`src/rtl/fetch_pkg.sv`:
```
// Shared types and constants for the instruction-fetch front end.
package fetch_pkg;

    localparam logic [31:0] NOP              = 32'h0000_0013;
    localparam logic [31:0] RESET_PC_DEFAULT = 32'h0000_0000;

    typedef struct packed {
        logic [31:0] pc;
        logic [31:0] inst;
    } fetch_entry_t;

    // Force a byte address onto a 4-byte instruction boundary.
    function automatic logic [31:0] word_align(input logic [31:0] addr);
        return {addr[31:2], 2'b00};
    endfunction

endpackage

```
`src/rtl/if_fetch_unit_if.sv`:
```
// Instruction-memory request/response channel (req/gnt/rvalid).
interface if_fetch_unit_if;

    logic        imem_req;
    logic [31:0] imem_addr;
    logic        imem_gnt;
    logic        imem_rvalid;
    logic [31:0] imem_rdata;

    modport master (
        output imem_req,
        output imem_addr,
        input  imem_gnt,
        input  imem_rvalid,
        input  imem_rdata
    );

    modport slave (
        input  imem_req,
        input  imem_addr,
        output imem_gnt,
        output imem_rvalid,
        output imem_rdata
    );

endinterface

```
`src/rtl/fetch_fifo.sv`:
```
// Synchronous FIFO with push, pop, clear and occupancy count.
// DEPTH must be a power of two so the pointers wrap naturally.
module fetch_fifo #(
    parameter int unsigned WIDTH = 32,
    parameter int unsigned DEPTH = 4
) (
    input  logic                       clk,
    input  logic                       nrst,
    input  logic                       push,
    input  logic [WIDTH-1:0]           push_data,
    input  logic                       pop,
    input  logic                       clear,
    output logic [WIDTH-1:0]           head,
    output logic [$clog2(DEPTH):0]     count
);

    localparam int unsigned AW = $clog2(DEPTH);
    localparam int unsigned CW = AW + 1;

    logic [WIDTH-1:0] mem [DEPTH];
    logic [AW-1:0]    wr_ptr;
    logic [AW-1:0]    rd_ptr;
    logic             do_push;
    logic             do_pop;

    assign do_pop  = pop & (count != '0);
    assign do_push = push & ((count != CW'(DEPTH)) | do_pop);
    assign head    = mem[rd_ptr];

    // Pointer and occupancy bookkeeping; clear empties the queue in one cycle.
    always_ff @(posedge clk or negedge nrst) begin
        if (!nrst) begin
            wr_ptr <= '0;
            rd_ptr <= '0;
            count  <= '0;
        end else if (clear) begin
            wr_ptr <= '0;
            rd_ptr <= '0;
            count  <= '0;
        end else begin
            if (do_push) wr_ptr <= wr_ptr + 1'b1;
            if (do_pop)  rd_ptr <= rd_ptr + 1'b1;
            count <= count + CW'(do_push) - CW'(do_pop);
        end
    end

    // Storage array; no reset needed since count gates visibility.
    always_ff @(posedge clk) begin
        if (do_push && !clear) mem[wr_ptr] <= push_data;
    end

endmodule

```
`src/rtl/if_fetch_unit.sv`:
```
// Instruction-fetch front end: PC generation, credit-limited requests,
// in-order response tagging, wrong-path discard and instruction buffering.
module if_fetch_unit
    import fetch_pkg::*;
#(
    parameter logic [31:0] RESET_PC  = fetch_pkg::RESET_PC_DEFAULT,
    parameter int unsigned BUF_DEPTH = 4
) (
    input  logic                    clk,
    input  logic                    nrst,
    input  logic                    stall,
    input  logic                    redirect,
    input  logic [31:0]             redirect_pc,
    if_fetch_unit_if.master         imem,
    output logic                    is_a_inst,
    output logic [31:0]             inst,
    output logic [31:0]             pc
);

    localparam int unsigned CW = $clog2(BUF_DEPTH) + 1;

    logic [31:0]   pc_q;
    logic [CW-1:0] disc_cnt;
    logic [CW-1:0] tag_cnt;
    logic [CW-1:0] buf_cnt;
    logic [31:0]   tag_head;
    logic [63:0]   buf_head_bits;
    fetch_entry_t  buf_head;
    fetch_entry_t  buf_in;
    logic [CW:0]   inflight;
    logic          has_credit;
    logic          accept;
    logic          rsp_fire;
    logic          rsp_keep;
    logic          buf_pop;

    // Discarded in-flight requests still hold a tag, so counting tags plus
    // buffered entries guarantees the buffer can never overflow.
    assign inflight   = {1'b0, tag_cnt} + {1'b0, buf_cnt};
    assign has_credit = inflight < (CW+1)'(BUF_DEPTH);

    assign imem.imem_req  = nrst & ~redirect & has_credit;
    assign imem.imem_addr = pc_q;

    assign accept   = imem.imem_req & imem.imem_gnt;
    assign rsp_fire = imem.imem_rvalid & (tag_cnt != '0);
    assign rsp_keep = rsp_fire & ~redirect & (disc_cnt == '0);
    assign buf_pop  = is_a_inst & ~stall & ~redirect;

    assign buf_in   = '{pc: tag_head, inst: imem.imem_rdata};
    assign buf_head = fetch_entry_t'(buf_head_bits);

    fetch_fifo #(
        .WIDTH (32),
        .DEPTH (BUF_DEPTH)
    ) u_tag_fifo (
        .clk       (clk),
        .nrst      (nrst),
        .push      (accept),
        .push_data (pc_q),
        .pop       (rsp_fire),
        .clear     (1'b0),
        .head      (tag_head),
        .count     (tag_cnt)
    );

    fetch_fifo #(
        .WIDTH ($bits(fetch_entry_t)),
        .DEPTH (BUF_DEPTH)
    ) u_inst_buf (
        .clk       (clk),
        .nrst      (nrst),
        .push      (rsp_keep),
        .push_data (buf_in),
        .pop       (buf_pop),
        .clear     (redirect),
        .head      (buf_head_bits),
        .count     (buf_cnt)
    );

    // Fetch PC: jump on redirect, otherwise advance one word per grant.
    always_ff @(posedge clk or negedge nrst) begin
        if (!nrst) begin
            pc_q <= RESET_PC;
        end else if (redirect) begin
            pc_q <= word_align(redirect_pc);
        end else if (accept) begin
            pc_q <= pc_q + 32'd4;
        end
    end

    // Count of stale responses still to be dropped after a redirect.
    always_ff @(posedge clk or negedge nrst) begin
        if (!nrst) begin
            disc_cnt <= '0;
        end else if (redirect) begin
            disc_cnt <= tag_cnt - CW'(rsp_fire);
        end else if (rsp_fire && disc_cnt != '0) begin
            disc_cnt <= disc_cnt - 1'b1;
        end
    end

    // Present the buffer head, or a NOP bubble when the buffer is empty.
    always_comb begin
        is_a_inst = (buf_cnt != '0);
        inst      = NOP;
        pc        = '0;
        if (is_a_inst) begin
            inst = buf_head.inst;
            pc   = buf_head.pc;
        end
    end

endmodule

```
`src/flat_wrapper.sv`:
```
// flat-port wrapper written by rule: the top's interface ports become plain ports
module if_fetch_unit_flat import fetch_pkg::*;
#(
    parameter logic [31:0] RESET_PC  = fetch_pkg::RESET_PC_DEFAULT,
    parameter int unsigned BUF_DEPTH = 4
)
  (clk, nrst, stall, redirect, redirect_pc, is_a_inst, inst, pc, imem_imem_req, imem_imem_addr, imem_imem_gnt, imem_imem_rvalid, imem_imem_rdata);
  if_fetch_unit_if imem_i ();
  input  logic clk;
  input  logic nrst;
  input  logic stall;
  input  logic redirect;
  input  logic [31:0] redirect_pc;
  output logic is_a_inst;
  output logic [31:0] inst;
  output logic [31:0] pc;
  output wire logic [$bits(imem_i.imem_req)-1:0] imem_imem_req;
  output wire logic [$bits(imem_i.imem_addr)-1:0] imem_imem_addr;
  input wire logic [$bits(imem_i.imem_gnt)-1:0] imem_imem_gnt;
  input wire logic [$bits(imem_i.imem_rvalid)-1:0] imem_imem_rvalid;
  input wire logic [$bits(imem_i.imem_rdata)-1:0] imem_imem_rdata;
  assign imem_imem_req = imem_i.imem_req;
  assign imem_imem_addr = imem_i.imem_addr;
  assign imem_i.imem_gnt = imem_imem_gnt;
  assign imem_i.imem_rvalid = imem_imem_rvalid;
  assign imem_i.imem_rdata = imem_imem_rdata;
  if_fetch_unit #(.RESET_PC(RESET_PC), .BUF_DEPTH(BUF_DEPTH)) u_core (.clk(clk), .nrst(nrst), .stall(stall), .redirect(redirect), .redirect_pc(redirect_pc), .imem(imem_i), .is_a_inst(is_a_inst), .inst(inst), .pc(pc));
endmodule
```
`config.mk`:
```
export PLATFORM = sky130hd
export DESIGN_NAME = if_fetch_unit_flat
export DESIGN_NICKNAME = d
export VERILOG_FILES = /design/src/rtl/fetch_pkg.sv /design/src/rtl/if_fetch_unit_if.sv /design/src/rtl/fetch_fifo.sv /design/src/rtl/if_fetch_unit.sv /design/src/flat_wrapper.sv
export SDC_FILE = /design/constraint.sdc
export NUM_CORES = 1
export LEC_CHECK = 0
export CAP_MARGIN = 20
export CORE_ASPECT_RATIO = 0.8
export CORE_MARGIN = 5
export CORE_UTILIZATION = 62
export CTS_CLUSTER_DIAMETER = 150
export DETAILED_ROUTE_END_ITERATION = 6
export PLACE_DENSITY = 0.86
export SYNTH_ARGS = -nofsm -noshare
export SYNTH_HDL_FRONTEND = slang
export SYNTH_HIERARCHICAL = 1
export SYNTH_SLANG_ARGS = --single-unit
export TNS_END_PERCENT = 10
```
`constraint.sdc`:
```
create_clock -name clk -period 10.2 [get_ports clk]
set_input_delay 2.04 -clock clk [delete_from_list [all_inputs] [get_ports clk]]
set_output_delay 2.04 -clock clk [all_outputs]
set_load 0.005 [all_outputs]
```
==> impl_metrics.toml, run 1 <==
[status]
status = "completed"

[clock_tree]
cts_tree = "done"
h-tree-depth = 2
post_cts_resized = 0
path_clk_slew_ns = 0.06
cts-hold-fix-buffers = 0
clock-sinks = 431
postCtsSetupBuffers = 0
cts_buffers = 40
cts.path.max_buffers = 3
clk_latency_ns = 0.52
cts_root_buf = "clkbuf_16"

[critical_path]
r2r_cells = 7
crit_path_max_fanout = 47
rrSetupSlack_ns = 6.21
cp-start-kind = "input pin"
endpoint = "imem_imem_req"
rr_endpoint = "u_core/u_tag_fifo/mem[2][16]"
startpoint = "redirect"
cp.required_ns = 8.16
r2r_start = "u_core/u_tag_fifo/count[2]"
end_kind = "primary output"
path_class = "input pin to primary output"
cp.arrival_ns = 3.68

[global_route]
grt_pass1_wl_mm = 58.3
grt_overflow_total = 0
met1_usage_pct = 35.6
use_met3_pct = 5.01
use_met2_pct = 38.8
antenna_found_initial = 2
grt-busiest-layer = "met2"
grt_max_degree = 66
track_usage_pct = 24.2
first_global_vias = 9798

[synthesis]
synth_top_area_share_pct = 66.4
syn_area_um2 = 17400
synth_top_area_cell = "edfxtp_1"
ys_seq_area_share_pct = 73.1
ys_seq_elements = 431
yosysUniqueCellTypes = 54
synthTopCellsByArea = "edfxtp_1, mux4_2, dfrtp_1"
synth-edff-count = 384
async_reset_ff_share_pct = 10.9
synthCells = 913
synth_area_per_cell_um2 = 19.0
synth_ff_type = "edfxtp_1"
ys_warn_count = 6

[sta]
skew_ns = 0.0113
rsz0062_at_grt = "no"
worst_pin_slew_ns = 1.02
tns_ns = 0
fin_crit_ns = 5.72
setup_ws_ns = 4.48
slew_headroom_pct = 32.2
finalMaxSlewViolations = 0
fin_crit_sh_pct = 56.1
hold_viol_final = 0
max_freq_mhz = 175
setup_viol_count_final = 0

[placement]
gp_congestion = 0.871
dp.cells = 1420
place_ws_ns = 4.36
post_dp_cell_area_um2 = 19300
hpwlAfterDp_mm = 21.6
port-buffer-count = 163

[die]
pin_count = 168
coreArea_um2 = 27400
rows = 54
start_util_pct = 63.3
dieArea_um2 = 31500
dieWidth_um = 197
die_y_um = 160

[layout]
layout.cells.non_filler = 1490
nets = 1188
syn_to_final_growth_pct = 18.5
design_area_um2 = 20600
num_antenna_cells = 0
layout-drive-gt1-share_pct = 17.3
fill_cells = 1536
final_core_util_pct = 75.1

[detailed_routing]
postRouteWirelength_mm = 37.5
avgViaCountPerCell = 6.29
drc = 0
via_count = 9368
ant_nets = 0
routedWlPerCell_um = 25.2
drt_iter0_markers = 889
firstDrtPassIters = 6

[worst_hold_path]
hold_class = "flip-flop to flip-flop"

[pwr]
p_per_area_nw_per_um2 = 187
p_leak_nw = 6.76
vdd_ir_drop_max_mv = 0.110

[job]
max-cap-violations = 0
-- through the flow --
step	total power, mW	hold slack, ns
2_1_floorplan	2.25	0.513
3_3_place_gp	2.42	0.582
3_5_place_dp	2.44	0.602
4_1_cts	3.86	0.616
5_1_grt	3.99	0.641
6_report	3.84	0.612
-- layout by cell type (no fill, tap or decap), drive strengths merged, types with 3 or more instances in the layout --
master	instances
nor4b	3
and4	3
clkbuf	50
a21oi	9
conb	11
or3	4
and2	69
o211ai	10
mux2i	4
o31ai	3
mux4	96
nor3b	3
dfrtp	47
xnor2	7
nand3	17
nor4	6
buf	16
nor2	24
inv	23
a22oi	3
nand2	43
xor2	7
o311ai	7
bufinv	3
o21ai	23
a21o	4
nor2b	6
clkdlybuf4s50	162
nand2b	7
edfxtp	384
ha	17
clkinv	13
nand4	13
and3	3
a221o	6
nor3	8
or4	3
-- routing by layer --
| metal | routed length (um) | share of wire [%] |
|---|---|---|
| met1 | 15200 | 40 |
| met4 | 570 | 1.5 |
| met2 | 18400 | 49 |
| met3 | 3320 | 8.8 |
| met5 | 22 | 0.059 |
-- cells by family after synthesis --
family	synth area share [%]
DFF	73.1
and+or+nand+nor	7.08
muxes	12.8
AOI/OAI and AO/OA	2.69
buffers and inverters	2.07
adders and majority gates	1.45
xor gates and xnor gates	0.706
other	0.0216
-- where the power goes --
part	switching, mW	internal, mW	total [mW]
clock	0.614	0.822	1.44
sequential	0.0671	1.99	2.06
combinational	0.165	0.184	0.349
total	0.846	2.99	3.84
-- synthesized netlist by cell type (4+ instances only) --
cell / count
a21oi_1: 9
a221o_1: 6
and2_1: 69
buf_2: 12
buf_4: 7
buf_6: 10
clkbuf_1: 15
dfrtp_1: 47
edfxtp_1: 384
ha_1: 17
inv_1: 20
mux2i_1: 4
mux4_2: 96
nand2_1: 43
nand2b_1: 7
nand3_1: 17
nand4_1: 10
nor2_1: 24
nor2b_1: 5
nor3_1: 5
nor4_1: 4
o211ai_1: 10
o21ai_0: 17
o21ai_1: 6
o311ai_1: 6
or3_1: 4
xnor2_1: 7
xor2_1: 7
-- worst max-delay path: stages --
cell and delay (ns):
clkdlybuf4s50_1 0.39, buf_4 0.28, nor3_2 0.27, and3_1 0.19
clkdlybuf4s50_1 0.50
-- state kept, by name, indices dropped and copies added (netlist names) --
signal,cells
u_core/disc_cnt,3
u_core/imem.imem_addr,30
u_core/u_inst_buf/count,3
u_core/u_inst_buf/mem,256
u_core/u_inst_buf/rd_ptr,2
u_core/u_inst_buf/wr_ptr,2
u_core/u_tag_fifo/count,3
u_core/u_tag_fifo/mem,128
u_core/u_tag_fifo/rd_ptr,2
u_core/u_tag_fifo/wr_ptr,2
-- cell type report --
type	count	area [um^2]	share of cell area, %
clock buffers	50	1070	5.20
repair buffers	178	1740	8.45
multi-input cells	427	4350	21.1
inverters	21	78.8	0.383
flip-flops and latches	431	12700	61.8
well taps	364	455	2.21
clock inverters	19	181	0.881
-- worst min path at each step --
stage	startpoint	endpoint	cells past startpoint
after CTS	u_core/u_inst_buf/wr_ptr[1]	u_core/u_inst_buf/wr_ptr[1]	2
after detailed placement	u_core/u_tag_fifo/wr_ptr[1]	u_core/u_tag_fifo/wr_ptr[1]	2
after global routing	u_core/u_tag_fifo/wr_ptr[1]	u_core/u_tag_fifo/wr_ptr[1]	2
after floorplan	u_core/imem.imem_addr[10]	u_core/u_tag_fifo/mem[0][10]	0
after global placement	u_core/u_inst_buf/wr_ptr[1]	u_core/u_inst_buf/wr_ptr[1]	2
final	u_core/u_inst_buf/wr_ptr[1]	u_core/u_inst_buf/wr_ptr[1]	2
No activity file was read; power rests on OpenSTA's default activity.
==> run 2: changes to the inputs <==
--- a/config.mk
+++ b/config.mk
@@ -8,10 +8,10 @@
 export CAP_MARGIN = 20
 export CORE_ASPECT_RATIO = 0.8
 export CORE_MARGIN = 5
-export CORE_UTILIZATION = 62
+export CORE_UTILIZATION = 57
 export CTS_CLUSTER_DIAMETER = 150
 export DETAILED_ROUTE_END_ITERATION = 6
-export PLACE_DENSITY = 0.86
+export PLACE_DENSITY = 0.8
 export SYNTH_ARGS = -nofsm -noshare
 export SYNTH_HDL_FRONTEND = slang
 export SYNTH_HIERARCHICAL = 1
==> constraint.sdc (replaced) <==
create_clock -name clk -period 5.6 [get_ports clk]
set_input_delay 1.12 -clock clk [delete_from_list [all_inputs] [get_ports clk]]
set_output_delay 1.12 -clock clk [all_outputs]
set_load 0.005 [all_outputs]
==> run 2 against run 1 <==
- global-route usage fell by 3.0 points
- power grew 85%
- final area up 1.4%
- wire length down 5.1%
- non-clock buffer count increased by 6
- largest cell class unchanged
==> impl_metrics.toml, run 2 (same netlist as run 1, synthesis figures left out) <==
[die]
start_util_pct = 57.5
dieWidth_um = 205
die_y_um = 166
dieArea_um2 = 34100
rows = 57
coreArea_um2 = 30200
pin_count = 168

[global_route]
use_met2_pct = 33.4
grt-busiest-layer = "met2"
grt_max_degree = 65
grt_pass1_wl_mm = 55.9
use_met3_pct = 4.49
met1_usage_pct = 31.9
antenna_found_initial = 1
first_global_vias = 9440
track_usage_pct = 21.3
grt_overflow_total = 0

[critical_path]
rrSetupSlack_ns = 2.56
path_class = "flip-flop to primary output"
crit_path_max_fanout = 39
cp.depth = 4
crit_buf_inv = 2
cp_slowest_stage_delay_ns = 0.81
path_cells = "buf_12 -> mux4_2 -> and2_1 -> clkdlybuf4s50_1"
rr_endpoint = "u_core/u_tag_fifo/count[2]"
critPathTopFamily = "buffers and inverters"
end_kind = "primary output"
cp_slowest_cell = "dfrtp_4"
startpoint = "u_core/u_inst_buf/rd_ptr[0]"
endpoint = "pc[18]"
cp.required_ns = 4.48
cp-start-kind = "flip-flop"
r2r_cells = 12
cp.arrival_ns = 2.97
r2r_start = "u_core/u_tag_fifo/count[2]"

[detailed_routing]
postRouteWirelength_mm = 35.6
drt_iter0_markers = 805
firstDrtPassIters = 5
avgViaCountPerCell = 5.88
ant_nets = 0
routedWlPerCell_um = 23.0
via_count = 9115
drc = 0

[placement]
gp_congestion = 0.846
hpwlAfterDp_mm = 21.4
place_ws_ns = 1.39
port-buffer-count = 163

[layout]
regMostFlops = "u_core/u_inst_buf/mem"
num_antenna_cells = 0
multi_input_area_um2 = 4350
fill_cells = 1941
layout-drive-gt1-share_pct = 17.9
ff_latch_area_um2 = 12700
layout_common_cells = "edfxtp_1, clkdlybuf4s50_1, mux4_2"
syn_to_final_growth_pct = 20.2
largest_reg_flops = 256
final_common_cell = "edfxtp_1"
nets = 1195

[worst_hold_path]
holdCritStartpoint = "u_core/u_tag_fifo/rd_ptr[0]"
hold_class = "flip-flop to flip-flop"

[job]
max-cap-violations = 0

[sta]
slew_headroom_pct = 40.0
fin_crit_ns = 4.09
setup_viol_count_final = 0
finalMaxSlewViolations = 0
tns_ns = 0
worst_pin_slew_ns = 0.900
rsz0062_at_grt = "no"
skew_ns = 0.00836
hold_viol_final = 0
setup_ws_ns = 1.51
max_freq_mhz = 244
fin_crit_sh_pct = 73.1

[pwr]
p_per_area_nw_per_um2 = 339
p_leak_nw = 6.86
vdd_ir_drop_max_mv = 0.239

[clock_tree]
path_clk_slew_ns = 0.06
cts_buffers = 41
clock-sinks = 431
postCtsSetupBuffers = 0
cts-hold-fix-buffers = 0
clk_latency_ns = 0.53
cts.path.max_buffers = 3
h-tree-depth = 2
post_cts_resized = 0
cts_tree = "done"
cts_root_buf = "clkbuf_16"

[status]
status = "completed"
[run 2: changes by cell type in the layout (fill, tap and decap cells not counted)]
cell        delta
buf_12         +9
buf_4          -3
bufinv_16      +1
clkbuf_16      +2
clkbuf_8       -1
clkinv_1       +2
clkinv_2       +2
clkinvlp_4     -1
[run 2: worst min path at each step]
stage / end / slack [ns] / cells after the start
after CTS: u_core/u_tag_fifo/rd_ptr[0] / 0.56 / 2
after global routing: u_core/u_tag_fifo/wr_ptr[1] / 0.62 / 2
after floorplan: u_core/u_tag_fifo/mem[0][10] / 0.51 / 0
after detailed placement: u_core/u_tag_fifo/rd_ptr[0] / 0.55 / 2
final: u_core/u_tag_fifo/rd_ptr[0] / 0.57 / 2
after global placement: u_core/u_tag_fifo/rd_ptr[0] / 0.54 / 2
[run 2: worst min-delay path, cell delays in order (launching register included)]
cell and delay [ns]:
dfrtp_2 0.38, xor2_1 0.07, nor2_1 0.08
[run 2: routing by layer]
metal	up-vias	part of all wire, %
li1	4008	-
met1	4665	42
met2	400	48
met3	40	8.1
met4	2	1.2
met5	-	0.036
[run 2: report_power, final]
| group | switching (mW) | total (mW) | internal (mW) |
|---|---|---|---|
| clock network | 1.13 | 2.72 | 1.59 |
| registers | 0.110 | 3.73 | 3.62 |
| logic | 0.300 | 0.640 | 0.340 |
| total | 1.54 | 7.09 | 5.55 |
[run 2: metrics by stage]
step | utilization (%) | cells | hold slack, ns | area [um^2] | power (mW)
2_1_floorplan | - | 923 | 0.513 | 17400 | 4.10
3_3_place_gp | 64.6 | 1475 | 0.536 | 19500 | 4.41
3_5_place_dp | 64.6 | 1475 | 0.547 | 19500 | 4.44
4_1_cts | 69.0 | 1549 | 0.561 | 20900 | 7.14
5_1_grt | 69.1 | 1550 | 0.621 | 20900 | 7.37
6_report | 69.1 | 1550 | 0.565 | 20900 | 7.09
[run 2: final cells by class]
class                           count  area share, %
Clock buffer                       51           5.30
Inverter                           21          0.377
Clock inverter                     23           1.06
Sequential cell                   431           60.9
Multi-Input combinational cell    427           20.8
Tap cell                          413           2.47
Timing Repair Buffer              184           9.08
